## src/rtl/pressure_abnormality_monitor.sv

```systemverilog
// rtl/pressure_abnormality_monitor.sv - parity-checked pressure range monitor with debounced alarm and sensor fault
module pressure_abnormality_monitor #(
    parameter int DATA_W    = 5,
    parameter int LOW_TH    = 4,
    parameter int HIGH_TH   = 25,
    parameter int SET_CNT   = 3,
    parameter int CLR_CNT   = 3,
    parameter int FAULT_CNT = 4
) (
    input  logic              clk,
    input  logic              rst,
    input  logic              sample_valid,
    input  logic [DATA_W:0]   sample,
    output logic              abnormal,
    output logic              parity_err,
    output logic              alarm,
    output logic              sensor_fault,
    output logic [1:0]        state
);

    localparam int MAX_CNT = (SET_CNT > CLR_CNT) ? SET_CNT : CLR_CNT;
    localparam int CNT_W   = $clog2(MAX_CNT + 1);
    localparam int FLT_W   = $clog2(FAULT_CNT + 1);

    typedef enum logic [1:0] {
        ST_NORMAL   = 2'b00,
        ST_PENDING  = 2'b01,
        ST_ALARM    = 2'b10,
        ST_CLEARING = 2'b11
    } state_t;

    state_t             state_q, state_d;
    logic [CNT_W-1:0]   cnt_q, cnt_d;
    logic [FLT_W-1:0]   fault_q, fault_d;

    logic [DATA_W-1:0]  pressure;
    logic               bad_parity;
    logic               out_of_range;
    logic               good;

    assign pressure     = sample[DATA_W-1:0];
    assign bad_parity   = ^sample;
    assign out_of_range = (pressure < DATA_W'(LOW_TH)) || (pressure > DATA_W'(HIGH_TH));
    assign good         = sample_valid && !bad_parity;

    always_comb begin
        state_d = state_q;
        cnt_d   = cnt_q;
        fault_d = fault_q;
        if (sample_valid && bad_parity) begin
            // Parity errors freeze the debounce FSM and only advance the fault run.
            if (fault_q != FLT_W'(FAULT_CNT))
                fault_d = fault_q + FLT_W'(1);
        end else if (good) begin
            fault_d = '0;
            case (state_q)
                ST_NORMAL: begin
                    if (out_of_range) begin
                        if (SET_CNT == 1) begin
                            state_d = ST_ALARM;
                        end else begin
                            state_d = ST_PENDING;
                            cnt_d   = CNT_W'(1);
                        end
                    end
                end
                ST_PENDING: begin
                    if (out_of_range) begin
                        if (cnt_q + CNT_W'(1) == CNT_W'(SET_CNT)) begin
                            state_d = ST_ALARM;
                            cnt_d   = '0;
                        end else begin
                            cnt_d = cnt_q + CNT_W'(1);
                        end
                    end else begin
                        state_d = ST_NORMAL;
                        cnt_d   = '0;
                    end
                end
                ST_ALARM: begin
                    if (!out_of_range) begin
                        if (CLR_CNT == 1) begin
                            state_d = ST_NORMAL;
                        end else begin
                            state_d = ST_CLEARING;
                            cnt_d   = CNT_W'(1);
                        end
                    end
                end
                ST_CLEARING: begin
                    if (!out_of_range) begin
                        if (cnt_q + CNT_W'(1) == CNT_W'(CLR_CNT)) begin
                            state_d = ST_NORMAL;
                            cnt_d   = '0;
                        end else begin
                            cnt_d = cnt_q + CNT_W'(1);
                        end
                    end else begin
                        state_d = ST_ALARM;
                        cnt_d   = '0;
                    end
                end
                default: begin
                    state_d = ST_NORMAL;
                    cnt_d   = '0;
                end
            endcase
        end
    end

    always_ff @(posedge clk) begin
        if (rst) begin
            state_q    <= ST_NORMAL;
            cnt_q      <= '0;
            fault_q    <= '0;
            abnormal   <= 1'b0;
            parity_err <= 1'b0;
        end else begin
            state_q    <= state_d;
            cnt_q      <= cnt_d;
            fault_q    <= fault_d;
            abnormal   <= good && out_of_range;
            parity_err <= sample_valid && bad_parity;
        end
    end

    assign alarm        = (state_q == ST_ALARM) || (state_q == ST_CLEARING);
    assign sensor_fault = (fault_q == FLT_W'(FAULT_CNT));
    assign state        = state_q;

endmodule

```

## config.mk

```make
export PLATFORM = sky130hd
export DESIGN_NAME = pressure_abnormality_monitor
export DESIGN_NICKNAME = d
export VERILOG_FILES = /design/src/rtl/pressure_abnormality_monitor.sv
export SDC_FILE = /design/constraint.sdc
export NUM_CORES = 1
export LEC_CHECK = 0
export BUFFER_PORTS_ARGS = -buffer_cell sky130_fd_sc_hd__buf_2
export CAP_MARGIN = 20
export CORE_AREA = 2 2 39 41
export CTS_BUF_LIST = sky130_fd_sc_hd__clkbuf_8
export DETAILED_ROUTE_END_ITERATION = 8
export DIE_AREA = 0 0 41 43
export REMOVE_ABC_BUFFERS = 1
export SYNTH_ARGS = -nofsm -noshare
export SYNTH_HDL_FRONTEND = slang
export SYNTH_SLANG_ARGS = --single-unit
```

## constraint.sdc

```tcl
create_clock -name clk -period 2.83 [get_ports clk]
set_input_delay 0.566 -clock clk [delete_from_list [all_inputs] [get_ports clk]]
set_output_delay 0.566 -clock clk [all_outputs]
set_load 0.01 [all_outputs]
```

# After elaboration in Yosys (flattened, before gate mapping)
# Index checks and enable logic that the tools add are counted.
[classes] addsub=2 n_lt_le_gt_ge=2 eq_ne=11 mux=15 n_bitwise=1 reduce_logical=12
[op_table] operator="2-bit two-way mux" n=10
[op_table] operator="2-bit case mux with 4 select lines" n=2
[op_table] operator="3-bit two-way mux" n=3
[op_table] operator="3-bit != test, second input constant" n=3
[op_table] operator="2-bit == test, second input constant" n=3
[op_table] operator="2-bit != test, second input constant" n=3
[op_table] operator="6-bit AND reduction" n=1
[op_table] operator="6-bit XOR reduction" n=1
[op_table] operator="5-bit greater-than comparator, second input constant" n=1
[op_table] operator="5-bit by 3-bit less-than comparator with 1-bit output, second input constant" n=1
[op_table] operator="4-bit AND reduction" n=1
[op_table] operator="3-bit by 1-bit adder with 3-bit output, second input constant" n=1
[op_table] operator="3-bit == test, second input constant" n=1
[op_table] operator="1-bit logical AND" n=3
[op_table] operator="2-bit by 1-bit adder with 2-bit output, second input constant" n=1
[op_table] operator="2-bit by 1-bit == test with 1-bit output, second input constant" n=1
[op_table] operator="2-bit logical NOT" n=1
[op_table] operator="1-bit logical OR" n=2
[op_table] operator="2-bit AND reduction" n=1
[op_table] operator="2-bit nonzero test" n=1
[op_table] operator="1-bit logical NOT" n=1
[op_table] operator="1-bit NOT" n=1
[word_totals] register_bits=9 inputBits=9 output_inout_bits=6 elab_cells=48

# Longest topological paths before layout
# Gate-level depths: netlist (run 1).
[depth] ltp_word=5 mapped_depth=7 mapped_depth_nobuf=7

# Worst setup path before layout (run 1)
# No wires, ideal clock.
[synth_path] path_kind="input -> register" start="input sample[2]" end="register cnt_q[1]" setup_time_ns=0.074 arrival_time_ns=2.119 slack_ns=0.637 stages=7 cell_sequence="inv_1 ha_1 xnor2_1 xnor2_4 nand2_4 or4_1 a31oi_1"
[synth_between] elab_chain_len=4 word_cells_on_any_way=14 classes_between="order compare: 2; eq/ne: 2; mux: 3; bitwise: 1; reduce/logical: 6"
[synth_rtl] item="start: declaration" line="13" source="input logic [DATA_W:0] sample,"
[synth_rtl] item="5-bit by 3-bit less-than comparator with 1-bit output, or another cell as far along" line="43" source="assign out_of_range = (pressure < DATA_W'(LOW_TH)) || (pressure > DATA_W'(HIGH_TH));"
[synth_rtl] item="1-bit logical OR, or another cell as far along" line="43"
[synth_rtl] item="2-bit two-way mux, or another cell as far along" line="91" source="if (!out_of_range) begin"
[synth_rtl] item="2-bit case mux with 4 select lines or 4-bit AND reduction (tied branches)"
[synth_rtl] item="end signal: assignment" line="120" source="cnt_q <= cnt_d;"
[synth_rtl] item="end: declaration" line="33" source="logic [CNT_W-1:0] cnt_q, cnt_d;"
# Parallel ways exist; a longest one is shown, timed or not.
# A chain may end at the register's enable or synchronous reset.

# Worst setup path after layout (run 1)
# Ends and elaborated chain as after synthesis.

==> out/qor.csv, run 1 <==
stage,metric,value,unit
synthesis,number of synthesized flops with an enable pin,0,
pwr,net switching power,0.100,mW
placement,pre-CTS setup slack,0.434,ns
critical_path,worst reg-to-reg setup slack,1.60,ns
pwr,peak ir drop on the vdd network,0.000262,V
die,vertical die dimension,43,um
critical_path,buffering stage count on the worst path with inverters included,2,
global_route,grt total ovfl,0,
clock_tree,# hold bufs at CTS,0,
synthesis,cells after synthesis,58,
synthesis,proportion of synthesized chip area in sequential cells,35.0,%
placement,Final Wtd Congestion,0.711,
finish,Post-layout nets,88,
timing,final-report setup violation count,0,
detailed_routing,First DRT Iteration DRCs,5,
clock_tree,post-cts resize count,0,
pwr,proportion of power drawn by the clock network,40.3,%
critical_path,critical setup path kind,input port to register,
die,Starting Density,37.2,%
synthesis,share of flip-flops with an asynchronous set or reset after synthesis,0,%
critical_path,Worst Setup Start Kind,input port,
global_route,Global Route Usage Sum,13.6,%
placement,DP Cell Count,86,
synthesis,Yosys warning count,0,
finish,area added between synthesis and finish,24.8,%
placement,Detailed Place HPWL,665,um
pwr,areal power density over the cells,571,mW/mm^2
placement,count of buffers inserted at the top-level ports,14,
pwr,Int Pwr,0.267,mW
synthesis,cells taking the most area after synthesis,"sky130_fd_sc_hd__dfxtp_1, sky130_fd_sc_hd__ha_1, sky130_fd_sc_hd__xnor2_4",
finish,final standard cell utilization of the core,46.4,%
detailed_routing,"antenna viol nets, final",0,
critical_path,worst stage delay on the critical path,0.50,ns
detailed_routing,post-detailed-route DRC marker count,0,
timing,total count of hold-check failures in the final report,0,
synthesis,synthesis-stage register bit count,9,
finish,layout cells sized above 1,28.4,%
die,die span in x,41,um
die,site row count,14,
timing,worst hold slack across all endpoints,0.497,ns
detailed_routing,detailed-route vias per instance,5.01,
critical_path,cell with the biggest individual delay on the critical path,sky130_fd_sc_hd__or4_1,
clock_tree,buffer levels on the longest clock path,2,
clock_tree,depth of the CTS H-tree,1,
detailed_routing,total via count after detailed routing,451,
synthesis,Syn Area/Cell,8.87,um^2
timing,accumulated negative setup slack,0,ns
job,max-capacitance violation count,0,
critical_path,data arrival time of the critical path,2.31,ns
pwr,fraction of power consumed by combinational cells,22.1,%
clock_tree,number of clock sinks seen by CTS,9,
synthesis,commonest cells in the netlist,"sky130_fd_sc_hd__dfxtp_1, sky130_fd_sc_hd__inv_1, sky130_fd_sc_hd__nand2_1",
clock_tree,later-pin clock latency in the skew report,0.23,ns
timing,time the worst path needs with I/O delays and setup,2.15,ns
timing,number of max-slew violations in the final report,0,
timing,period utilisation layout,76.1,%
pwr,switch share,27.3,%
timing,worst setup skew after layout,0.00199,ns
synthesis,"Top FF cell, synth",sky130_fd_sc_hd__dfxtp_1,
synthesis,post-synth cell types,26,
critical_path,category of cells accounting for the largest share of critical-path delay,simple AND/OR/NAND/NOR gates,
timing,PnR worst setup slack,0.677,ns
critical_path,required time at the endpoint of the critical path,2.99,ns
worst_hold_path,min-delay worst type,register to register,
timing,normalized max-slew margin,72.3,%
global_route,initial antenna violation count,0,
synthesis,proportion of netlist area held by the largest area contributor,35.0,%
critical_path,worst-path fanout max,7,
finish,Finished Layout Cells,90,
clock_tree,CTS Root Buffer Type,sky130_fd_sc_hd__clkbuf_8,
timing,timing-limited maximum frequency,0.464,GHz
clock_tree,number of buffers created by CTS,3,
synthesis,most frequently used cell type in the post-synthesis netlist,sky130_fd_sc_hd__dfxtp_1,
clock_tree,buffers inserted by post-CTS timing repair,0,
finish,number of antenna repair diodes,0,
status,outcome,"finished, final reports clean",
detailed_routing,router iterations before antenna repair,4,
clock_tree,clock tree from TritonCTS,yes,
clock_tree,Clock transition at path regs,0.04,ns
die,Core Area,0.00138,mm^2
synthesis,synthesized cell area,514,um^2
critical_path,kind of end point of the critical path,register,
global_route,pin count of the biggest net entering global routing,10,
pwr,static power due to leakage,0.302,nW
timing,pin slew with the least headroom to its limit,0.413,ns
die,die outline area,0.00176,mm^2
detailed_routing,WL/cell,9.72,um
global_route,vias in the first global route,393,
synthesis,cell type with the largest total area after synthesis,sky130_fd_sc_hd__dfxtp_1,
critical_path,ordered list of cells on the worst path,buf_2 -> inv_1 -> ha_1 -> xnor2_1 -> xnor2_4 -> nand2_4 -> or4_1 -> a31oi_1,
detailed_routing,final wirelength,875,um
timing,unrepaired setup endpoints after global routing,false,
pwr,sequential share of power,37.7,%
global_route,global-route wire length before repair,1550,um
die,boundary pin count,15,
==> logic make-up (layout without fill, tap and decap cells) <==
logic type      Yosys count  count (layout)  share of synthesized area [%]
simple gates             22              22                           23.1
compound gates           10              10                           13.9
flops                     9               9                           35.0
buf+inv                   8              24                           5.84
fa+ha+maj                 4               4                           9.73
xor+xnor                  4               4                           10.5
mux                       1               1                           1.95
==> layout by cell type, fill, tap and decap left out, types with 2 or more instances in the layout <==
| cell | n |
|---|---|
| sky130_fd_sc_hd__dfxtp_1 | 9 |
| sky130_fd_sc_hd__or3_1 | 2 |
| sky130_fd_sc_hd__a31oi_1 | 2 |
| sky130_fd_sc_hd__a21oi_1 | 2 |
| sky130_fd_sc_hd__xnor2_1 | 2 |
| sky130_fd_sc_hd__nand2_1 | 6 |
| sky130_fd_sc_hd__nor3_1 | 3 |
| sky130_fd_sc_hd__nor2_1 | 5 |
| sky130_fd_sc_hd__nor3b_1 | 2 |
| sky130_fd_sc_hd__buf_2 | 14 |
| sky130_fd_sc_hd__inv_1 | 7 |
| sky130_fd_sc_hd__clkbuf_8 | 3 |
| sky130_fd_sc_hd__ha_1 | 4 |
==> power groups by stage <==
stage	Combinational, mW	Clock, mW	Sequential, mW
final	0.0809	0.148	0.138
after CTS	0.0821	0.151	0.138
after detailed placement	0.0816	0	0.141
after global routing	0.0908	0.158	0.139
after floorplan	0.0595	0	0.142
after global placement	0.0814	0	0.140
==> metal layers <==
layer / part of all wire [%] / vias up / global-route usage, %
li1: - / 235 / -
met1: 47 / 198 / 16.8
met2: 44 / 14 / 17.5
met3: 5.4 / 4 / 3.14
met4: 3.5 / 0 / 14.0
met5: 0 / - / 0
==> path summary, 6_finish.rpt <==
path / startpoint / to / depth (start not counted)
min: state[0] / state[0] / 2
max reg2reg: fault_q[0] / fault_q[0] / 7
min reg2reg: state[0] / state[0] / 2
max: sample[2] / cnt_q[1] / 8
==> tightest hold or removal path, delay by kind of cell, from the launching register on <==
kind / cells / cell delay, ns
AOI/OAI and AO/OA: 1 / 0.05
DFF: 1 / 0.33
and+or+nand+nor: 1 / 0.06
==> cell type report <==
| class | instances | area, um^2 |
|---|---|---|
| fill | 139 | 742 |
| multi-input combinational | 41 | 304 |
| sequential | 9 | 180 |
| tap | 16 | 20.0 |
| clock buffer | 3 | 41.3 |
| timing repair buffer | 14 | 70.1 |
| inverter | 6 | 22.5 |
| clock inverter | 1 | 3.75 |
==> stage by stage <==
stage / power, mW / instance area, um^2
after global routing: 0.388 / 642
after global placement: 0.222 / 597
after detailed placement: 0.222 / 597
final: 0.367 / 642
after CTS: 0.371 / 642
after floorplan: 0.201 / 507
(Power assumes the default switching activity.)
==> run 2, diff against run 1 <==
==> constraint.sdc (replaced) <==
create_clock -name clk -period 1.9 [get_ports clk]
set_input_delay 0.38 -clock clk [delete_from_list [all_inputs] [get_ports clk]]
set_output_delay 0.38 -clock clk [all_outputs]
set_load 0.01 [all_outputs]
==> run 2 against run 1 <==
  * Hold slack worse by 0.049 ns
  * Design area up 12%
  * Setup slack worse by 0.58 ns
  * Clock skew is 0.0016 ns lower
  * Clock power is 47% higher
  * Critical path type unchanged
  * Largest cell class unchanged
  * Largest power group unchanged
==> out/qor.csv, run 2 (synthesis results as in run 1) <==
stage,metric,value,unit
critical_path,ordered list of cells on the worst path,buf_2 -> ha_1 -> xnor2_1 -> buf_4 -> xnor2_4 -> nand2_4 -> or4_4 -> a31oi_1,
clock_tree,clock tree from TritonCTS,yes,
die,vertical die dimension,43,um
finish,area of the multi-input gates,320,um^2
timing,time the worst path needs with I/O delays and setup,1.80,ns
critical_path,data arrival time of the critical path,1.96,ns
timing,timing-limited maximum frequency,0.555,GHz
pwr,switch share,26.9,%
placement,Detailed Place HPWL,737,um
pwr,net switching power,0.158,mW
global_route,Global Route Usage Sum,14.4,%
pwr,proportion of power drawn by the clock network,36.8,%
finish,Post-layout nets,96,
critical_path,worst-path fanout max,3,
critical_path,critical setup path kind,input port to register,
clock_tree,depth of the CTS H-tree,1,
finish,number of antenna repair diodes,0,
worst_hold_path,startpoint of the tightest hold check path,rst,
job,max-capacitance violation count,0,
pwr,static power due to leakage,0.341,nW
timing,total count of hold-check failures in the final report,0,
finish,most frequent cells in the layout,"sky130_fd_sc_hd__buf_2, sky130_fd_sc_hd__dfxtp_1, sky130_fd_sc_hd__buf_4, sky130_fd_sc_hd__inv_1, sky130_fd_sc_hd__nand2_1",
critical_path,Worst Setup Start Kind,input port,
pwr,total power after layout,0.588,mW
finish,post-route cell area,718,um^2
global_route,global-route wire length before repair,1720,um
clock_tree,buffer levels on the longest clock path,2,
clock_tree,number of buffers created by CTS,3,
die,site row count,14,
die,die span in x,41,um
critical_path,CP Launch Point,sample[0],
finish,"commonest non-fill, non-tap cell in the layout",sky130_fd_sc_hd__buf_2,
critical_path,R2R depth,7,
worst_hold_path,min-delay worst type,input port to register,
pwr,peak ir drop on the vdd network,0.000334,V
placement,count of buffers inserted at the top-level ports,14,
die,Core Area,0.00138,mm^2
die,die outline area,0.00176,mm^2
detailed_routing,final wirelength,1040,um
global_route,grt total ovfl,0,
placement,Placed Area,649,um^2
timing,pin slew with the least headroom to its limit,0.390,ns
finish,count of filler cells inserted in the layout,143,
clock_tree,Clock transition at path regs,0.04,ns
finish,area added between synthesis and finish,39.7,%
critical_path,cell with the biggest individual delay on the critical path,sky130_fd_sc_hd__or4_4,
timing,normalized max-slew margin,73.8,%
critical_path,category of cells accounting for the largest share of critical-path delay,simple AND/OR/NAND/NOR gates,
critical_path,kind of end point of the critical path,register,
clock_tree,CTS Root Buffer Type,sky130_fd_sc_hd__clkbuf_8,
detailed_routing,detailed-route vias per instance,5.08,
critical_path,worst r2r dst,fault_q[0],
detailed_routing,WL/cell,10.6,um
detailed_routing,"antenna viol nets, final",0,
critical_path,crit path capture,cnt_q[1],
timing,number of max-slew violations in the final report,0,
global_route,initial antenna violation count,0,
pwr,sequential share of power,35.0,%
global_route,vias in the first global route,421,
timing,period utilisation layout,94.7,%
finish,layout cells sized above 1,37.8,%
critical_path,worst reg-to-reg setup slack,0.67,ns
pwr,fraction of power consumed by combinational cells,28.1,%
timing,final-report setup violation count,0,
finish,register area,180,um^2
critical_path,worst stage delay on the critical path,0.50,ns
die,Starting Density,37.2,%
clock_tree,number of clock sinks seen by CTS,9,
detailed_routing,post-detailed-route DRC marker count,0,
critical_path,depth of the critical timing path with buffers and inverters included,8,
detailed_routing,router iterations before antenna repair,3,
placement,Final Wtd Congestion,0.668,
die,boundary pin count,15,
critical_path,buffering stage count on the worst path with inverters included,2,
critical_path,startpoint of the worst-slack reg-to-reg timing path,fault_q[0],
detailed_routing,total via count after detailed routing,498,
worst_hold_path,Worst Hold Path Cells,2,
detailed_routing,First DRT Iteration DRCs,5,
clock_tree,later-pin clock latency in the skew report,0.23,ns
pwr,areal power density over the cells,819,mW/mm^2
critical_path,required time at the endpoint of the critical path,2.06,ns
global_route,pin count of the biggest net entering global routing,10,
pwr,Int Pwr,0.430,mW
timing,worst setup skew after layout,0.000382,ns
status,outcome,"finished, final reports clean",
-- run 2: cell types whose count changed in the layout (fill, tap and decap cells not counted), sizes merged --
cell and delta:
buf +8
-- run 2: metal layers --
| layer | track usage, % | share of wire (%) |
|---|---|---|
| met1 | 18.4 | 44 |
| met2 | 21.3 | 49 |
| met3 | 3.14 | 5.1 |
| met4 | 8.00 | 1.3 |
| met5 | 0 | 0 |
-- run 2: final cells by class --
cell class                      instances  share of cell area [%]
Clock buffer                            3                    5.75
Clock inverter                          1                   0.523
Inverter                                6                    3.14
Multi-Input combinational cell         41                    44.6
Sequential cell                         9                    25.1
Tap cell                               16                    2.79
Timing Repair Buffer                   22                    18.1
-- run 2: power groups by stage --
stage / clock (mW) / sequential (mW) / combinational [mW]
floorplan: 0 / 0.211 / 0.0886
global placement: 0 / 0.209 / 0.154
detailed placement: 0 / 0.209 / 0.156
CTS: 0.219 / 0.206 / 0.158
global route: 0.232 / 0.207 / 0.184
finish: 0.217 / 0.206 / 0.165
-- run 2: how the worst min path moves through the flow --
| stage | end | slack [ns] |
|---|---|---|
| 4_1_cts | state[0] | 0.44 |
| 5_1_grt | fault_q[2] | 0.46 |
| 6_report | state[0] | 0.45 |
| 3_3_place_gp | state[0] | 0.48 |
| 2_1_floorplan | state[0] | 0.45 |
| 3_5_place_dp | state[0] | 0.50 |
-- run 2: timing repair --
item / 4_1_cts / 5_1_grt
setup buffers: 0 / 1
hold buffers: 0 / 0
gates resized for setup: 0 / 2
setup endpoints to repair: 0 / 1
-- run 2: per-stage QoR --
stage | utilization, % | setup WS [ns] | hold WS, ns | cells | setup TNS, ns
after floorplan | - | -0.107 | 0.449 | 56 | -0.107
final | 51.9 | 0.0998 | 0.448 | 98 | 0
after detailed placement | 46.9 | -0.135 | 0.499 | 93 | -0.153
after global routing | 51.9 | -0.00451 | 0.463 | 98 | -0.00451
after global placement | 46.9 | -0.116 | 0.484 | 93 | -0.116
after CTS | 50.2 | 0.0970 | 0.444 | 97 | 0
